<file path="src/rtl/seq_comparator_pkg.sv">
// Shared definitions for the sequential comparator: FSM encoding and result-flag bundle.
package seq_comparator_pkg;

   typedef enum logic [1:0] {
      IDLE = 2'd0,
      SCAN = 2'd1,
      DONE = 2'd2
   } state_t;

   typedef struct packed {
      logic gt;
      logic eq;
      logic lt;
   } flags_t;

   localparam flags_t FLAGS_NONE = '{gt: 1'b0, eq: 1'b0, lt: 1'b0};

   function automatic flags_t make_flags(input logic gt, input logic eq, input logic lt);
      flags_t f;
      f.gt = gt;
      f.eq = eq;
      f.lt = lt;
      return f;
   endfunction

endpackage

</file>
<file path="src/rtl/seq_comparator_digit_compare.sv">
// Gate-level magnitude compare of one DIGIT-wide slice; the MSB-first chain decides gt/lt.
module digit_compare
   import seq_comparator_pkg::*;
#(
   parameter int DIGIT = 4
) (
   input  logic [DIGIT-1:0] a,
   input  logic [DIGIT-1:0] b,
   output logic             gt,
   output logic             eq,
   output logic             lt
);

   wire [DIGIT-1:0] w_na;
   wire [DIGIT-1:0] w_nb;
   wire [DIGIT-1:0] w_bit_gt;
   wire [DIGIT-1:0] w_bit_lt;
   wire [DIGIT-1:0] w_bit_eq;
   wire [DIGIT-1:0] w_take_gt;
   wire [DIGIT-1:0] w_take_lt;
   wire [DIGIT:0]   w_gt_acc;
   wire [DIGIT:0]   w_lt_acc;
   wire [DIGIT:0]   w_eq_acc;

   assign w_gt_acc[DIGIT] = 1'b0;
   assign w_lt_acc[DIGIT] = 1'b0;
   assign w_eq_acc[DIGIT] = 1'b1;

   // A lower bit only decides the result while every higher bit is still equal.
   genvar gi;
   generate
      for (gi = DIGIT - 1; gi >= 0; gi = gi - 1) begin : g_bit
         not  u_na     (w_na[gi], a[gi]);
         not  u_nb     (w_nb[gi], b[gi]);
         and  u_bgt    (w_bit_gt[gi], a[gi], w_nb[gi]);
         and  u_blt    (w_bit_lt[gi], w_na[gi], b[gi]);
         xnor u_beq    (w_bit_eq[gi], a[gi], b[gi]);
         and  u_tgt    (w_take_gt[gi], w_eq_acc[gi+1], w_bit_gt[gi]);
         and  u_tlt    (w_take_lt[gi], w_eq_acc[gi+1], w_bit_lt[gi]);
         or   u_gacc   (w_gt_acc[gi], w_gt_acc[gi+1], w_take_gt[gi]);
         or   u_lacc   (w_lt_acc[gi], w_lt_acc[gi+1], w_take_lt[gi]);
         and  u_eacc   (w_eq_acc[gi], w_eq_acc[gi+1], w_bit_eq[gi]);
      end
   endgenerate

   buf u_gt_out (gt, w_gt_acc[0]);
   buf u_lt_out (lt, w_lt_acc[0]);
   buf u_eq_out (eq, w_eq_acc[0]);

endmodule

</file>
<file path="src/rtl/seq_comparator.sv">
// Multi-cycle magnitude comparator: scans DIGIT bits per cycle from the MSB and stops
// at the first differing slice; signed mode uses the offset-binary trick at capture.
module seq_comparator
   import seq_comparator_pkg::*;
#(
   parameter int WIDTH = 16,
   parameter int DIGIT = 4
) (
   input  logic             clk,
   input  logic             rst_n,
   input  logic             in_valid,
   output logic             in_ready,
   input  logic [WIDTH-1:0] A,
   input  logic [WIDTH-1:0] B,
   input  logic             signed_mode,
   output logic             out_valid,
   input  logic             out_ready,
   output logic             A_gt_B,
   output logic             A_eq_B,
   output logic             A_lt_B
);

   localparam int NSLICE = (DIGIT > 0) ? WIDTH / DIGIT : 1;
   localparam int IDX_W  = (NSLICE > 1) ? $clog2(NSLICE) : 1;
   localparam logic [IDX_W-1:0] IDX_TOP  = IDX_W'(NSLICE - 1);
   localparam logic [WIDTH-1:0] MSB_MASK = WIDTH'(1) << (WIDTH - 1);

   generate
      if ((DIGIT < 1) || (DIGIT > WIDTH) || ((WIDTH % DIGIT) != 0)) begin : g_bad_params
         $error("seq_comparator: WIDTH must be a positive multiple of DIGIT");
      end
   endgenerate

   state_t           r_state;
   state_t           w_state_next;
   logic [WIDTH-1:0] r_a;
   logic [WIDTH-1:0] w_a_next;
   logic [WIDTH-1:0] r_b;
   logic [WIDTH-1:0] w_b_next;
   logic [IDX_W-1:0] r_idx;
   logic [IDX_W-1:0] w_idx_next;
   flags_t           r_flags;
   flags_t           w_flags_next;

   logic [DIGIT-1:0] w_slice_a;
   logic [DIGIT-1:0] w_slice_b;
   logic             w_dc_gt;
   logic             w_dc_eq;
   logic             w_dc_lt;

   // Operands are shifted left each SCAN cycle, so the active slice is always the top one.
   assign w_slice_a = r_a[WIDTH-1 -: DIGIT];
   assign w_slice_b = r_b[WIDTH-1 -: DIGIT];

   digit_compare #(
      .DIGIT (DIGIT)
   ) u_digit_compare (
      .a  (w_slice_a),
      .b  (w_slice_b),
      .gt (w_dc_gt),
      .eq (w_dc_eq),
      .lt (w_dc_lt)
   );

   always_ff @(posedge clk or negedge rst_n) begin
      if (!rst_n) begin
         r_state <= IDLE;
         r_a     <= '0;
         r_b     <= '0;
         r_idx   <= '0;
         r_flags <= FLAGS_NONE;
      end else begin
         r_state <= w_state_next;
         r_a     <= w_a_next;
         r_b     <= w_b_next;
         r_idx   <= w_idx_next;
         r_flags <= w_flags_next;
      end
   end

   always_comb begin
      w_state_next = r_state;
      w_a_next     = r_a;
      w_b_next     = r_b;
      w_idx_next   = r_idx;
      w_flags_next = r_flags;
      in_ready     = 1'b0;
      out_valid    = 1'b0;

      case (r_state)
         IDLE: begin
            in_ready = 1'b1;
            if (in_valid) begin
               // Flipping both sign bits maps two's complement onto an unsigned order.
               w_a_next     = signed_mode ? (A ^ MSB_MASK) : A;
               w_b_next     = signed_mode ? (B ^ MSB_MASK) : B;
               w_idx_next   = IDX_TOP;
               w_flags_next = FLAGS_NONE;
               w_state_next = SCAN;
            end
         end

         SCAN: begin
            if (!w_dc_eq) begin
               w_flags_next = make_flags(w_dc_gt, 1'b0, w_dc_lt);
               w_state_next = DONE;
            end else if (r_idx == '0) begin
               w_flags_next = make_flags(1'b0, 1'b1, 1'b0);
               w_state_next = DONE;
            end else begin
               w_idx_next = r_idx - 1'b1;
               w_a_next   = r_a << DIGIT;
               w_b_next   = r_b << DIGIT;
            end
         end

         DONE: begin
            out_valid = 1'b1;
            if (out_ready) begin
               w_flags_next = FLAGS_NONE;
               w_state_next = IDLE;
            end
         end

         default: begin
            w_flags_next = FLAGS_NONE;
            w_state_next = IDLE;
         end
      endcase
   end

   assign A_gt_B = r_flags.gt;
   assign A_eq_B = r_flags.eq;
   assign A_lt_B = r_flags.lt;

endmodule

</file>
<file path="config.mk">
export PLATFORM = sky130hd
export DESIGN_NAME = seq_comparator
export DESIGN_NICKNAME = d
export VERILOG_FILES = /design/src/rtl/seq_comparator_pkg.sv /design/src/rtl/seq_comparator_digit_compare.sv /design/src/rtl/seq_comparator.sv
export SDC_FILE = /design/constraint.sdc
export NUM_CORES = 1
export LEC_CHECK = 0
export ABC_AREA = 0
export ABC_CLOCK_PERIOD_IN_PS = 5900
export BUFFER_PORTS_ARGS = -buffer_cell sky130_fd_sc_hd__clkbuf_2
export CAP_MARGIN = 20
export CORE_UTILIZATION = 50
export CTS_CLUSTER_DIAMETER = 120
export DETAILED_ROUTE_END_ITERATION = 7
export MAX_ROUTING_LAYER = met4
export PLACE_DENSITY_LB_ADDON = 0.3
export SLEW_MARGIN = 40
export SYNTH_ARGS = -nofsm -noshare
export SYNTH_HDL_FRONTEND = slang
export SYNTH_SLANG_ARGS = --single-unit
</file>
<file path="constraint.sdc">
create_clock -name clk -period 5.9 [get_ports clk]
set_input_delay 0.59 -clock clk [delete_from_list [all_inputs] [get_ports clk]]
set_output_delay 0.59 -clock clk [all_outputs]
set_load 0.005 [all_outputs]
</file>
==> reports/metrics.yaml <==
run_status:
  outcome: "finished, final reports clean"
sta:
  count_of_pins_over_their_slew_limit: 0
  fin_tns_setup_ns: 0
  grt_setup_unrepaired: "false"
  postLayoutSetupSlackWorst_ns: 3.671
  worst_slew_margin_rel: 0.5793
  finalCriticalPeriod_ns: 2.229
  finalCritPeriodShare: 0.3778
  final.hold.worst_slack_ns: 0.2976
  setup_viol: 0
  worst-slew-pin-transition_ns: 0.6310
  clock.fmax_ghz: 0.4487
  skew_ns: 0.003858
  final-hold-violation-count: 0
cells_and_area:
  syn_to_final_growth_pct: 16.49
  final_layout_size_suffix_gt1_frac: 0.4038
  num-nets-final: 258
  mostFrequentLayoutCells: "sky130_fd_sc_hd__clkbuf_2, sky130_fd_sc_hd__dfrtp_1, sky130_fd_sc_hd__mux2_2"
  mostFrequentLayoutCell: "sky130_fd_sc_hd__clkbuf_2"
  antennaDiodeCount: 0
  utilization: 0.6034
  fillerInstances: 346
global_routing:
  via_count_of_the_first_global_routing_pass: 1464
  pin_count_of_the_biggest_net_entering_global_routing: 40
  grt.total_usage: 0.2171
  antenna_found_initial: 0
  grt_pass1_wl_mm: 6.720
  globalRouteOverflowTotal: 0
routing:
  viasPerCell: 5.327
  initialDrtViolationCount: 46
  wl_mm: 3.913
  detail_route.first_pass.iterations: 4
  wl_per_cell_um: 14.88
  postRouteAntennaNets: 0
  vias: 1401
  drt_drc_violations_left: 0
flow_run:
  maxCapViolations: 0
power:
  static-leakage-power_uw: 0.001155
  power_uw: 1218
  vdd_drop_max_uv: 226.8
  power_density_cells_mw_per_mm2: 504.8
synth:
  synth.yosys.seq_area_share: 0.4710
  ys_ff_latch: 39
  synth_cell_type_count: 26
  postSynthCellCount: 171
  post-synth-top-area-fraction: 0.4710
  mappedNetlistNets: 217
  post_synth_instance_area_mm2: 0.002072
  synth_top_cells_by_area: "sky130_fd_sc_hd__dfrtp_1, sky130_fd_sc_hd__mux2_2, sky130_fd_sc_hd__mux2i_1"
  synth_warnings: 0
  syn_avg_cell_area_um2: 12.12
  synth.largest_area_cell: "sky130_fd_sc_hd__dfrtp_1"
clocking:
  cts_tree: "done"
  cts-resized-gates: 0
  numClockSinks: 39
  clkTransAtPathRegs_ns: 0.08
  post_cts.repair.setup_buffers: 0
  clk_latency_ns: 0.29
  ctsHoldBuffers: 0
  htree_levels: 2
  cts_made_buffers: 5
  ctsRootBufferMaster: "sky130_fd_sc_hd__clkbuf_8"
  cts_buffer_depth: 2
floorplan:
  die_h_um: 66.38
  ioPinCount: 42
  fp.coreArea_mm2: 0.004000
  die_w_um: 66.38
  fp.dieArea_mm2: 0.004406
  placement_rows: 23
  initial_core_util: 0.5180
placed_design:
  place_ws_ns: 3.591
  numPortBuffers: 41
  globalplace.congestion: 0.7681
  place.detailed.hpwl_mm: 2.718
setup_path:
  cp-end-kind: "register"
  slowest_cell_on_the_critical_path: "sky130_fd_sc_hd__ha_1"
  worst-r2r-cell-count: 6
  critical_path.cell_chain: "inv_1, ha_1, nand4_4, o31ai_4, buf_4, mux2_2"
  cpPeakStageDelay_ns: 0.43
  timing.critical_path.arrival_ns: 2.40
  setup.worst_path.start_class: "register"
  critPathMaxFanout: 35
  timing_worst_setup_path_type: "reg2reg"
  critical_path_required_ns: 6.08
hold_path:
  timing.hold.worst.class: "in2async"
[cell usage after synthesis]
cell	instances
sky130_fd_sc_hd__nand2_1	2
sky130_fd_sc_hd__a32o_1	2
sky130_fd_sc_hd__mux2_2	31
sky130_fd_sc_hd__clkbuf_1	2
sky130_fd_sc_hd__a21oi_1	2
sky130_fd_sc_hd__nand4_1	10
sky130_fd_sc_hd__o32ai_1	1
sky130_fd_sc_hd__nor3_1	1
sky130_fd_sc_hd__xor2_1	2
sky130_fd_sc_hd__o21ai_0	10
sky130_fd_sc_hd__mux2i_1	16
sky130_fd_sc_hd__dfrtp_1	39
sky130_fd_sc_hd__nand2b_1	3
sky130_fd_sc_hd__ha_1	9
sky130_fd_sc_hd__buf_2	3
sky130_fd_sc_hd__inv_1	19
sky130_fd_sc_hd__nand3_1	4
sky130_fd_sc_hd__buf_4	1
sky130_fd_sc_hd__nand4_4	1
sky130_fd_sc_hd__buf_6	3
sky130_fd_sc_hd__or3b_2	1
sky130_fd_sc_hd__mux2_1	4
sky130_fd_sc_hd__o31ai_4	1
sky130_fd_sc_hd__nor2_1	2
sky130_fd_sc_hd__o2bb2ai_1	1
sky130_fd_sc_hd__nor2b_1	1
[per-stage QoR]
stage | cells | instance area, um^2
floorplan | 171 | 2072
global placement | 255 | 2293
detailed placement | 255 | 2296
CTS | 263 | 2414
global route | 263 | 2414
finish | 263 | 2414
[flip-flops by register name (all words and copies together), names as in the netlist]
name / count
r_b: 16
A_eq_B: 1
A_gt_B: 1
A_lt_B: 1
r_a: 16
r_state: 2
r_idx: 2
[report_power, final]
group / switching, uW / total [uW] / leakage [uW] / internal, uW
Combinational: 267 / 522 / 0.000625 / 255
Clock: 93.2 / 230 / 0.0000612 / 137
Sequential: 73.2 / 466 / 0.000469 / 393
Total: 433 / 1220 / 0.00115 / 785
[cell type report]
type,instances,area (um^2),share of cell area
clock buffer,6,82.58,0.03421
inverter,19,71.32,0.02955
timing repair buffer,43,222.7,0.09228
multi-input combinational,104,963.4,0.3992
tap,50,62.56,0.02592
sequential,39,975.9,0.4044
clock inverter,2,35.03,0.01452
[worst max-delay path, delay by kind of cell (launching register included)]
family	cells	cell delay [ns]
muxes	1	0.39
DFF	1	0.36
adders and majority gates	1	0.43
and+or+nand+nor	1	0.19
buffers and inverters	2	0.49
AOI/OAI and AO/OA	1	0.24
[worst paths after layout]
path                       startpoint    endpoint  slack [ns]
max                           r_a[15]     r_a[11]        3.67
min                             rst_n  r_state[1]        0.30
max reg2reg                   r_a[15]     r_a[11]        3.67
min reg2reg                    r_a[7]      r_a[7]        0.49
max in group asynchronous       rst_n      r_a[2]        5.23
min in group clk               r_a[7]      r_a[7]        0.49
[cell families (layout without fill, tap and decap cells)]
family	Yosys count	in the layout	synth area share
AO/OA/AOI/OAI	17	17	0.05737
multiplexers	51	51	0.2675
XOR/XNOR	2	2	0.008456
AND/OR/NAND/NOR	25	25	0.07609
buffers and inverters	28	70	0.06522
adder cells (fa/ha/maj)	9	9	0.05435
flip-flops	39	39	0.4710
[metal layers]
metal	up-vias	wire (um)	global-route usage
li1	685	-	-
met1	679	1704	0.2390
met2	30	2004	0.3801
met3	7	143	0.04138
met4	0	61	0.09574
met5	-	0	-
Power figures use the tool's default switching activity.
